File: src/rtl/mem_port_arbiter.sv
`default_nettype none
// ============================================================================
// mem_port_arbiter : round-robin share of one in-order memory port between
//                    fetch and load/store, with owner FIFO response routing.
// Revision: 1.0
// ============================================================================
module mem_port_arbiter #(
  parameter int ADDR_W          = 32,
  parameter int DATA_W          = 32,
  parameter int MAX_OUTSTANDING = 2
) (
  input  logic                                   clk,
  input  logic                                   reset_n,
  input  logic                                   imem_req_valid,
  input  logic [ADDR_W-1:0]                      imem_req_addr,
  output logic                                   imem_req_ready,
  output logic                                   imem_resp_valid,
  output logic [DATA_W-1:0]                      imem_resp_data,
  input  logic                                   imem_resp_ready,
  input  logic                                   dmem_req_valid,
  input  logic                                   dmem_req_we,
  input  logic [ADDR_W-1:0]                      dmem_req_addr,
  input  logic [DATA_W-1:0]                      dmem_req_wdata,
  input  logic [DATA_W/8-1:0]                    dmem_req_wstrb,
  output logic                                   dmem_req_ready,
  output logic                                   dmem_resp_valid,
  output logic [DATA_W-1:0]                      dmem_resp_data,
  input  logic                                   dmem_resp_ready,
  output logic                                   mem_req_valid,
  output logic                                   mem_req_we,
  output logic [ADDR_W-1:0]                      mem_req_addr,
  output logic [DATA_W-1:0]                      mem_req_wdata,
  output logic [DATA_W/8-1:0]                    mem_req_wstrb,
  input  logic                                   mem_req_ready,
  input  logic                                   mem_resp_valid,
  input  logic [DATA_W-1:0]                      mem_resp_data,
  output logic                                   mem_resp_ready,
  output logic [$clog2(MAX_OUTSTANDING+1)-1:0]   outstanding,
  output logic                                   err_resp
);

  localparam int PTR_W = (MAX_OUTSTANDING > 1) ? $clog2(MAX_OUTSTANDING) : 1;
  localparam int CNT_W = $clog2(MAX_OUTSTANDING + 1);
  localparam logic [CNT_W-1:0] C_CNT_MAX  = CNT_W'(MAX_OUTSTANDING);
  localparam logic [PTR_W-1:0] C_PTR_LAST = PTR_W'(MAX_OUTSTANDING - 1);

  typedef enum logic [0:0] {
    ST_ARB  = 1'b0,
    ST_HOLD = 1'b1
  } state_e;

  state_e                     state_q, state_d;
  logic                       lock_sel_q, lock_sel_d;
  logic                       rr_last_q, rr_last_d;
  logic                       err_q, err_d;
  logic [MAX_OUTSTANDING-1:0] owner_q, owner_d;
  logic [PTR_W-1:0]           wr_ptr_q, wr_ptr_d;
  logic [PTR_W-1:0]           rd_ptr_q, rd_ptr_d;
  logic [CNT_W-1:0]           count_q, count_d;

  logic w_sel;        // 0 = imem, 1 = dmem
  logic w_sel_valid;
  logic w_full;
  logic w_empty;
  logic w_req_valid;
  logic w_req_fire;
  logic w_head;
  logic w_resp_fire;

  function automatic logic [PTR_W-1:0] ptr_inc(input logic [PTR_W-1:0] p);
    return (p == C_PTR_LAST) ? '0 : p + 1'b1;
  endfunction

  always_comb begin
    w_full  = (count_q == C_CNT_MAX);
    w_empty = (count_q == '0);
    if (state_q == ST_HOLD) begin
      w_sel = lock_sel_q;
    end else if (imem_req_valid && dmem_req_valid) begin
      w_sel = ~rr_last_q;
    end else begin
      w_sel = dmem_req_valid;
    end
    w_sel_valid = w_sel ? dmem_req_valid : imem_req_valid;
    // Full blocks on the registered count only, so a same-cycle pop cannot open the request path.
    w_req_valid = reset_n && !w_full && w_sel_valid;
    w_req_fire  = w_req_valid && mem_req_ready;
  end

  always_comb begin
    mem_req_valid  = w_req_valid;
    mem_req_we     = w_sel & dmem_req_we;
    mem_req_addr   = w_sel ? dmem_req_addr  : imem_req_addr;
    mem_req_wdata  = w_sel ? dmem_req_wdata : '0;
    mem_req_wstrb  = w_sel ? dmem_req_wstrb : '0;
    imem_req_ready = w_req_fire && !w_sel;
    dmem_req_ready = w_req_fire && w_sel;
  end

  always_comb begin
    w_head          = owner_q[rd_ptr_q];
    imem_resp_data  = mem_resp_data;
    dmem_resp_data  = mem_resp_data;
    imem_resp_valid = 1'b0;
    dmem_resp_valid = 1'b0;
    mem_resp_ready  = 1'b0;
    if (reset_n) begin
      if (w_empty) begin
        mem_resp_ready = 1'b1;
      end else begin
        imem_resp_valid = mem_resp_valid && !w_head;
        dmem_resp_valid = mem_resp_valid && w_head;
        mem_resp_ready  = w_head ? dmem_resp_ready : imem_resp_ready;
      end
    end
    w_resp_fire = mem_resp_valid && mem_resp_ready && !w_empty;
  end

  always_comb begin
    state_d    = state_q;
    lock_sel_d = lock_sel_q;
    rr_last_d  = rr_last_q;
    err_d      = err_q | (mem_resp_valid && w_empty);
    owner_d    = owner_q;
    wr_ptr_d   = wr_ptr_q;
    rd_ptr_d   = rd_ptr_q;
    count_d    = count_q;
    case (state_q)
      ST_ARB: begin
        if (w_req_valid && !mem_req_ready) begin
          state_d    = ST_HOLD;
          lock_sel_d = w_sel;
        end
      end
      ST_HOLD: begin
        if (w_req_fire) begin
          state_d = ST_ARB;
        end
      end
      default: state_d = ST_ARB;
    endcase
    if (w_req_fire) begin
      rr_last_d         = w_sel;
      owner_d[wr_ptr_q] = w_sel;
      wr_ptr_d          = ptr_inc(wr_ptr_q);
    end
    if (w_resp_fire) begin
      rd_ptr_d = ptr_inc(rd_ptr_q);
    end
    case ({w_req_fire, w_resp_fire})
      2'b10:   count_d = count_q + 1'b1;
      2'b01:   count_d = count_q - 1'b1;
      default: count_d = count_q;
    endcase
  end

  // rr_last resets to dmem so the first contended grant goes to imem.
  always_ff @(posedge clk or negedge reset_n) begin
    if (!reset_n) begin
      state_q    <= ST_ARB;
      lock_sel_q <= 1'b0;
      rr_last_q  <= 1'b1;
      err_q      <= 1'b0;
      owner_q    <= '0;
      wr_ptr_q   <= '0;
      rd_ptr_q   <= '0;
      count_q    <= '0;
    end else begin
      state_q    <= state_d;
      lock_sel_q <= lock_sel_d;
      rr_last_q  <= rr_last_d;
      err_q      <= err_d;
      owner_q    <= owner_d;
      wr_ptr_q   <= wr_ptr_d;
      rd_ptr_q   <= rd_ptr_d;
      count_q    <= count_d;
    end
  end

  assign outstanding = count_q;
  assign err_resp    = err_q;

endmodule
`default_nettype wire
File: config.mk
export PLATFORM = sky130hd
export DESIGN_NAME = mem_port_arbiter
export DESIGN_NICKNAME = d
export VERILOG_FILES = /design/src/rtl/mem_port_arbiter.sv
export SDC_FILE = /design/constraint.sdc
export NUM_CORES = 1
export LEC_CHECK = 0
export CAP_MARGIN = 20
export CORE_AREA = 2 2 109 111
export CTS_BUF_LIST = sky130_fd_sc_hd__clkbuf_4
export DETAILED_ROUTE_END_ITERATION = 8
export DIE_AREA = 0 0 111 113
export PLACE_DENSITY = 0.57
export SLEW_MARGIN = 20
export SYNTH_ARGS = -nofsm -noshare
export SYNTH_HDL_FRONTEND = slang
export SYNTH_SLANG_ARGS = --single-unit
File: constraint.sdc
create_clock -name clk -period 3.9 [get_ports clk]
set_clock_uncertainty 0.15 [all_clocks]
set_input_delay 1.17 -clock clk [delete_from_list [all_inputs] [get_ports clk]]
set_output_delay 1.17 -clock clk [all_outputs]
set_load 0.02 [all_outputs]
======== After elaboration in Yosys (flattened, before gate mapping) ========
Index checks and enable logic that the tools add are counted.
cells by class
  add/subtract/negate cells ............... 4
  bitwise gates (word level) .............. 4
  order comparisons ....................... 3
  reductions and logical operators ........ 21
  eq/ne operators ......................... 3
  multiplexer cells ....................... 24
operators by type and width
  operator                                                                      number
  32-bit 2-to-1 mux                                                             2
  1-bit 2-to-1 mux                                                              17
  1-bit logical AND                                                             13
  1-bit logical NOT                                                             5
  2-bit equality test, second input constant                                    2
  1-bit by 2-bit less-than comparator with 1-bit output, second input constant  2
  4-bit 2-to-1 mux                                                              1
  2-bit case mux with 2 select lines                                            1
  1-bit adder, second input constant                                            2
  2-bit by 1-bit adder with 2-bit output, second input constant                 1
  2-bit bitwise mux                                                             1
  2-bit by 1-bit equality test with 1-bit output, second input constant         1
  2-bit logical NOT                                                             1
  1-bit inverter                                                                2
  1-bit case mux with 2 select lines                                            1
  2-bit AND reduction                                                           1
  2-bit nonzero test                                                            1
  2-bit by 1-bit subtractor with 2-bit output, second input constant            1
  1-bit AND                                                                     1
  1-bit demux with 1-bit select                                                 1
  1-bit greater-or-equal comparator, second input constant                      1
  1-bit OR                                                                      1
storage, ports and cells
  logic and storage cells ................. 67
  bits of input ports ..................... 141
  bits in registers ....................... 10
  output and inout port bits .............. 142

======== Depth between registers and ports, before layout ========
Gate-level depths: netlist (run 1).
  depth in word-level cells ............... 9
  mapped depth ............................ 8
  gate-level depth less buffers ........... 7

======== Worst setup path after synthesis (run 1) ========
No wires, ideal clock.
  path kind ............................... input port to output port
  start ................................... input imem_req_valid
  end ..................................... output mem_req_addr[10]
  setup slack ............................. 0.401 ns
  data required time ...................... 2.580 ns
  path buffers ............................ 2
  arrival ................................. 2.179 ns
  stages on the path ...................... 6
  path through ............................ nand2_1 -> nand2_1 -> o21a_1 -> buf_2 -> buf_2 -> mux2_1
between the ends
  word-level cells in the longest chain between the ends .. 4
ends and longest elaborated chain
  element            RTL line  RTL
  start, declared    14        input logic imem_req_valid,
  1-bit logical AND  79        end else if (imem_req_valid && dmem_req_valid) begin
  1-bit 2-to-1 mux   79
  1-bit 2-to-1 mux   77        if (state_q == ST_HOLD) begin
  32-bit 2-to-1 mux  93        mem_req_addr = w_sel ? dmem_req_addr : imem_req_addr;
  end, declared      31        output logic [ADDR_W-1:0] mem_req_addr,
Every way passes these cells.

======== Worst setup path after layout (run 1) ========
  start ................................... input imem_req_valid
  end ..................................... output mem_req_addr[5]
The elaborated chain is that of the path after synthesis.

==> summary.md, run 1 <==
| Metric | Value |
|---|---|
| Port bufs | `186` |
| Adder and majority cell fraction of the synthesized area | `0.00755` |
| Minimum clock period | `3.84 ns` |
| Hold slack final | `0.318 ns` |
| CTS Buffer Depth | `2` |
| WL/cell | `15.5 um` |
| ANT cells | `0` |
| Total clock sinks | `10` |
| Core Area | `11300 um2` |
| Final hold vios | `0` |
| Cells after Synth | `191` |
| Avg Cell Area, Syn | `8.68 um2` |
| Root Buffer | `clkbuf_4` |
| Crit Path Class | `input pin to primary output` |
| Post-Synth XOR/XNOR Area | `0.0264` |
| Rel. slew slack | `0.783` |
| Global Route Usage Sum | `0.107` |
| CP top delay family | `buffers and inverters` |
| Startpoint Class | `input pin` |
| Post-Synth Simple-Gate Area | `0.194` |
| Worst VDD drop | `243 uV` |
| Most common cell after layout, fill and taps aside | `clkdlybuf4s50_1` |
| CTS buffer count | `3` |
| CP max stage delay | `0.31 ns` |
| CP max stage cell | `mux2_1` |
| Die footprint | `12500 um2` |
| Critical Path AT | `2.52 ns` |
| Reg clk slew, reported paths | `0.06 ns` |
| Post-Route WL | `7.31 mm` |
| Routed vias | `1800` |
| Routed Antenna Nets | `0` |
| Final setup fails | `0` |
| Required @ worst endpoint | `2.58 ns` |
| Drt initial violations | `22` |
| Sequential area share after synthesis | `0.152` |
| Leakage | `1.49 nW` |
| Overflow left after global routing | `0` |
| DR vias/cell | `3.81` |
| Initial Util | `0.147` |
| Compound-cell area share of the yosys netlist | `0.0400` |
| DIE HEIGHT | `113 um` |
| Number of global-route vias before repair | `1942` |
| PnR worst setup slack | `0.0585 ns` |
| Remaining DRCs | `0` |
| Post-synthesis mux area share | `0.260` |
| Commonest cells after routing, fill and taps aside | `clkdlybuf4s50_1 (109), and2_1 (38), buf_4 (28)` |
| Crit path buffers/inverters | `4` |
| First-pass GRT wire length | `10.7 mm` |
| Die width | `111 um` |
| Post-Syn Area | `1660 um2` |
| RSZ-0062 raised after global routing | `yes` |
| Pre-antenna DRT Iters | `3` |
| Crit share post-route | `0.985` |
| NumNets Final | `473` |
| Largest net degree at the start of global routing | `40` |
| Yosys Warn Count | `0` |
| Worst-Margin Slew | `0.326 ns` |
| CP max FO | `8` |
| # fillers | `1212` |
| Hold crit path type | `flop to flop` |
| Syn nets | `333` |
| Synth cell types | `29` |
| Overall power | `2.23 mW` |
| Place WS | `-0.583 ns` |
| #FFs+latches synth | `10` |
| Worst skew pair latency | `0.26 ns` |
| RePlAce Congestion | `0.768` |
| Fmax | `260 MHz` |
| IO Count | `283` |
| H-Tree Level Count | `1` |
| Detail Placement HPWL | `5.78 mm` |
| Crit-path cells | `dlygate4sd2_1, nand2_1, nand2_2, o21a_4, buf_4, buf_16, mux2_1, buf_2` |
| Share of post-route cells with drive strength above 1 | `0.373` |
| Main combinational cell family by area after synthesis | `buffers and inverters` |
| Initial antenna violation count | `0` |
| Max Slew Vio Count | `0` |
| # rows | `39` |
| Outcome | `finished clean` |
| CTS tree | `done` |
| MaxCap Viol Count | `0` |
| Power Density | `676 nW/um2` |
| Area delta synth->final | `98.7%` |
| Post-layout util | `0.292` |
| Critical Path End Type | `primary output` |
logic make-up (layout without fill, tap and decap cells):
group,Yosys count,after routing
and+or+nand+nor,54,54
muxes,38,38
AOI/OAI and AO/OA,9,9
buffers and inverters,74,213
xor gates and xnor gates,5,5
DFF,10,10
adders and majority gates,1,1
registers in the layout (all words and copies together), names as in the netlist, named ones only:
register / cells
owner_q: 2
err_resp: 1
rd_ptr_q: 1
lock_sel_q: 1
outstanding: 2
wr_ptr_q: 1
rr_last_q: 1
synth_stat cells:
cell       n  area share
a21o_1     1      0.0045
a31oi_1    1      0.0038
a41oi_1    1      0.0053
and2_1    38        0.14
buf_2      4       0.012
buf_4     64        0.29
buf_6      1      0.0068
clkbuf_1   4      0.0091
dfrtp_1    9        0.14
dfstp_2    1       0.016
ha_1       1      0.0075
inv_1      1      0.0023
mux2_1    29        0.20
mux2_2     4       0.027
mux2_4     2       0.018
mux2i_1    3       0.018
nand2_1    4      0.0091
nand2_4    1      0.0068
nand2b_1   1      0.0038
nand3b_1   1      0.0045
nand3b_2   1      0.0068
nor2_1     7       0.016
nor2b_1    1      0.0038
o2111a_1   1      0.0068
o211ai_1   1      0.0045
o21a_1     2      0.0091
o21ai_0    2      0.0060
xnor2_1    3       0.016
xor2_1     2       0.011
final timing paths:
| check | slack [ns] | depth (start not counted) | start | endpoint |
|---|---|---|---|---|
| setup / recovery | 0.06 | 8 | imem_req_valid | mem_req_addr[5] |
| hold / removal | 0.32 | 1 | err_resp | err_resp |
| setup reg to reg | 1.69 | 7 | flop | outstanding[1] |
| hold reg to reg | 0.32 | 1 | err_resp | err_resp |
| max in group asynchronous | 2.23 | 2 | reset_n | rr_last_q |
| min in group asynchronous | 1.13 | 2 | reset_n | rd_ptr_q |
cell type report:
| cell class | count | area [um2] | share of cell area |
|---|---|---|---|
| inverter | 1 | 3.75 | 0.00114 |
| timing repair buffer | 208 | 1910 | 0.580 |
| multi-input combinational | 107 | 921 | 0.280 |
| clock buffer | 4 | 30.0 | 0.00912 |
| sequential | 10 | 251 | 0.0763 |
| tap | 143 | 179 | 0.0543 |
report_power, final:
part	internal [mW]	switching [mW]	total, mW	leakage (nW)
Combinational	1.00	0.928	1.93	1.36
Sequential	0.156	0.0620	0.218	0.112
Clock	0.0465	0.0341	0.0805	0.0184
what timing repair did:
action | in CTS | in global routing
gates resized for setup | 209 | 127
hold endpoints to repair | 0 | 0
cloned | 3 | 1
pin swaps | 2 | 2
hold buffers | 0 | 0
endpoints found under the setup margin | 74 | 68
setup buffers | 4 | 2
metrics by stage:
stage          cells  instance area (um2)  TNS [ns]
6_report         473                 3290         0
5_1_grt          473                 3290   -0.0848
4_1_cts          470                 3290         0
3_5_place_dp     459                 3290    -34.72
3_3_place_gp     459                 3290    -35.11
2_1_floorplan    191                 1660         0
layer usage:
| metal | share of wire | routed length [um] | track usage |
|---|---|---|---|
| met5 | 0 | 0 | 0 |
| met4 | 0.0049 | 36 | 0.0150 |
| met3 | 0.096 | 704 | 0.0391 |
| met2 | 0.55 | 4050 | 0.210 |
| met1 | 0.34 | 2520 | 0.110 |
Power figures use the tool's default switching activity.
==> run 2, diff against run 1 <==
--- a/config.mk
+++ b/config.mk
@@ -5,11 +5,13 @@
 export SDC_FILE = /design/constraint.sdc
 export NUM_CORES = 1
 export LEC_CHECK = 0
+export ABC_AREA = 1
 export CAP_MARGIN = 20
-export CORE_AREA = 2 2 109 111
+export CORE_AREA = 2 2 111 113
 export CTS_BUF_LIST = sky130_fd_sc_hd__clkbuf_4
+export CTS_CLUSTER_SIZE = 12
 export DETAILED_ROUTE_END_ITERATION = 8
-export DIE_AREA = 0 0 111 113
+export DIE_AREA = 0 0 113 115
 export PLACE_DENSITY = 0.57
 export SLEW_MARGIN = 20
 export SYNTH_ARGS = -nofsm -noshare
==> run 2 against run 1 <==
Net effect: the run now ends with design-rule violations left; non-clock buffer count fell by 6; sequential share of layout area rose by 0.073 points; worst hold slack got worse by 0.0028 ns; setup slack improved by 0.027 ns; flip-flop and latch count did not move; die area rose by 3.6%; critical path type unchanged; highest routed layer unchanged.
==> summary.md, run 2 <==
| Metric | Value |
|---|---|
| Outcome | `finished, violations left (was finished clean)` |
| Failing checks | `design-rule violations` |
| Yosys Warn Count | `0 (unchanged)` |
| CP max stage delay | `0.49 ns (was 0.31 ns)` |
| ANT cells | `0 (unchanged)` |
| RSZ-0062 raised after global routing | `yes (unchanged)` |
| Fraction of registers with async set/reset | `1.00 (unchanged)` |
| Fmax | `262 MHz (was 260 MHz)` |
| Post-Syn Area | `1780 um2 (was 1660 um2)` |
| Crit share post-route | `0.978 (was 0.985)` |
| DIE HEIGHT | `115 um (was 113 um)` |
| Die footprint | `13000 um2 (was 12500 um2)` |
| Drt initial violations | `70 (was 22)` |
| Most common cell after layout, fill and taps aside | `nand2_1 (was clkdlybuf4s50_1)` |
| Initial antenna violation count | `0 (unchanged)` |
| Critical Path AT | `2.49 ns (was 2.52 ns)` |
| Startpoint Class | `input pin (unchanged)` |
| RePlAce Congestion | `0.713 (was 0.768)` |
| Sequential area share after synthesis | `0.141 (was 0.152)` |
| # fillers | `1363 (was 1212)` |
| Syn nets | `460 (was 333)` |
| CP max stage cell | `clkdlybuf4s50_1 (was mux2_1)` |
| MaxCap Viol Count | `0 (unchanged)` |
| Critical Path End Type | `primary output (unchanged)` |
| Crit Path Class | `input pin to primary output (unchanged)` |
| Synth cell types | `26 (was 29)` |
| Routed Antenna Nets | `0 (unchanged)` |
| Detail Placement HPWL | `6.19 mm (was 5.78 mm)` |
| NumNets Final | `593 (was 473)` |
| Required @ worst endpoint | `2.58 ns (about the same)` |
| #FFs+latches synth | `10 (unchanged)` |
| Hold crit path type | `flop to flop (unchanged)` |
| Worst skew pair latency | `0.26 ns (about the same)` |
| Hold-fix buffers, CTS | `0 (unchanged)` |
| Rel. slew slack | `0.848 (was 0.783)` |
| Share of post-route cells with drive strength above 1 | `0.247 (was 0.373)` |
| Crit-path cells | `clkdlybuf4s50_1, nand2_2, nand3_4, nand2_8, inv_12, buf_12, nand2_1, nand2_1, buf_4 (was dlygate4sd2_1, nand2_1, nand2_2, o21a_4, buf_4, buf_16, mux2_1, buf_2)` |
| Most common cell in the netlist | `nand2_1 (was buf_4)` |
| Avg Cell Area, Syn | `5.61 um2 (was 8.68 um2)` |
| Worst VDD drop | `273 uV (was 243 uV)` |
| DR vias/cell | `3.80 (was 3.81)` |
| Area delta synth->final | `82.9% (was 98.7%)` |
| Final Instance Area | `3260 um2 (was 3290 um2)` |
| CTS Buffer Depth | `2 (unchanged)` |
| Main synth FF type | `dfrtp_1 (unchanged)` |
| First-pass GRT wire length | `11.6 mm (was 10.7 mm)` |
| Dpl cell area | `3430 um2 (was 3290 um2)` |
| Commonest cells post-synth | `nand2_1 (118), buf_4 (67), inv_1 (45) (was buf_4 (64), and2_1 (38), mux2_1 (29))` |
| Commonest cells after routing, fill and taps aside | `nand2_1 (117), clkdlybuf4s50_1 (110), inv_1 (45) (was clkdlybuf4s50_1 (109), and2_1 (38), buf_4 (28))` |
| Remaining DRCs | `20 (was 0)` |
| IO Count | `283 (unchanged)` |
| Total clock sinks | `10 (unchanged)` |
| Cell repeated most along the worst path | `nand2_1` |
| # rows | `40 (was 39)` |
| Initial Util | `0.151 (was 0.147)` |
| CP max FO | `15 (was 8)` |
| H-Tree Level Count | `1 (unchanged)` |
| Synth area leaders | `buf_4 (28%), nand2_1 (25%), dfrtp_1 (13%) (was buf_4 (29%), mux2_1 (20%), and2_1 (14%))` |
| Die width | `113 um (was 111 um)` |
| Global Route Usage Sum | `0.110 (was 0.107)` |
| Core Area | `11800 um2 (was 11300 um2)` |
| Leakage | `1.81 nW (was 1.49 nW)` |
| Top cell type's share of synthesized area | `0.282 (was 0.290)` |
| CTS buffer count | `3 (unchanged)` |
| Worst-Margin Slew | `0.228 ns (was 0.326 ns)` |
| Max Slew Vio Count | `0 (unchanged)` |
| Largest net degree at the start of global routing | `24 (was 40)` |
| Root Buffer | `clkbuf_4 (unchanged)` |
| Pre-antenna DRT Iters | `6 (was 3)` |
| Hold slack final | `0.315 ns (was 0.318 ns)` |
| WL/cell | `13.2 um (was 15.5 um)` |
| Post-Route WL | `7.91 mm (was 7.31 mm)` |
| Final setup fails | `0 (unchanged)` |
| Final hold vios | `0 (unchanged)` |
| Cell taking the most area after synthesis | `buf_4 (unchanged)` |
| EDFF count, synth | `0 (unchanged)` |
| Dpl cells | `590 (was 459)` |
| Cells after Synth | `318 (was 191)` |
| CTS tree | `done (unchanged)` |
| Overflow left after global routing | `0 (unchanged)` |
| Post-Layout Cell Count | `597 (was 473)` |
| Power Density | `582 nW/um2 (was 676 nW/um2)` |
| Port bufs | `186 (unchanged)` |
| Reg clk slew, reported paths | `0.07 ns (was 0.06 ns)` |
| Number of global-route vias before repair | `2190 (was 1942)` |
| Minimum clock period | `3.81 ns (was 3.84 ns)` |
| Routed vias | `2269 (was 1800)` |
run 2: cells by family after synthesis:
group	Yosys count	share of synthesized area
AO/OA/AOI/OAI	6	0.0196
AND/OR/NAND/NOR	176	0.410
flip-flops	10	0.141
buffers and inverters	122	0.407
adder cells (fa/ha/maj)	1	0.00701
XOR/XNOR	3	0.0147
run 2: metal layers:
metal,vias to the layer above,share of wire,track usage
met5,-,0,0
li1,1118,-,-
met4,0,0.0056,0.0146
met2,161,0.48,0.191
met1,980,0.37,0.133
met3,10,0.14,0.0427
run 2: final timing paths:
kind                                    end  depth (start not counted)      startpoint  slack, ns
min reg2reg                        err_resp                          1        err_resp       0.31
max reg2reg                  outstanding[1]                         10            flop       1.81
min                                err_resp                          1        err_resp       0.31
max                        mem_req_addr[26]                          9  imem_req_valid       0.09
max in group asynchronous         rr_last_q                          2         reset_n       2.22
min in group asynchronous          err_resp                          2         reset_n       1.11
run 2: worst max-delay path: cells and delay by family:
family / cells / cell delay, ns
buffers and inverters: 4 / 0.90
and+or+nand+nor: 5 / 0.40
run 2: final cells by class:
| class | instances | area (um2) | area share |
|---|---|---|---|
| clock inverters | 1 | 3.75 | 0.00115 |
| inverters | 48 | 193 | 0.0590 |
| repair buffers | 202 | 1780 | 0.546 |
| clock buffers | 3 | 22.5 | 0.00690 |
| multi-input cells | 186 | 826 | 0.253 |
| well taps | 147 | 184 | 0.0564 |
| flip-flops and latches | 10 | 251 | 0.0771 |
run 2: repair_timing:
item	CTS	global route
pin swaps	0	1
gates resized for setup	239	70
gates cloned	3	0
setup endpoints to repair	75	71
setup buffers	0	0
run 2: report_power, final:
group / internal [mW] / total (mW) / switching (mW)
clock: 0.0370 / 0.0737 / 0.0367
sequential: 0.150 / 0.192 / 0.0426
combinational: 0.676 / 1.63 / 0.957
run 2: stage by stage:
stage / power [mW] / utilization / setup TNS, ns / setup WS, ns
global route: 2.06 / 0.276 / -0.00150 / -0.00150
detailed placement: 1.90 / 0.291 / -24.23 / -0.408
global placement: 1.88 / 0.291 / -22.72 / -0.388
floorplan: 1.15 / - / 0 / 0.608
finish: 1.90 / 0.276 / 0 / 0.0852
CTS: 2.02 / 0.296 / -0.133 / -0.124
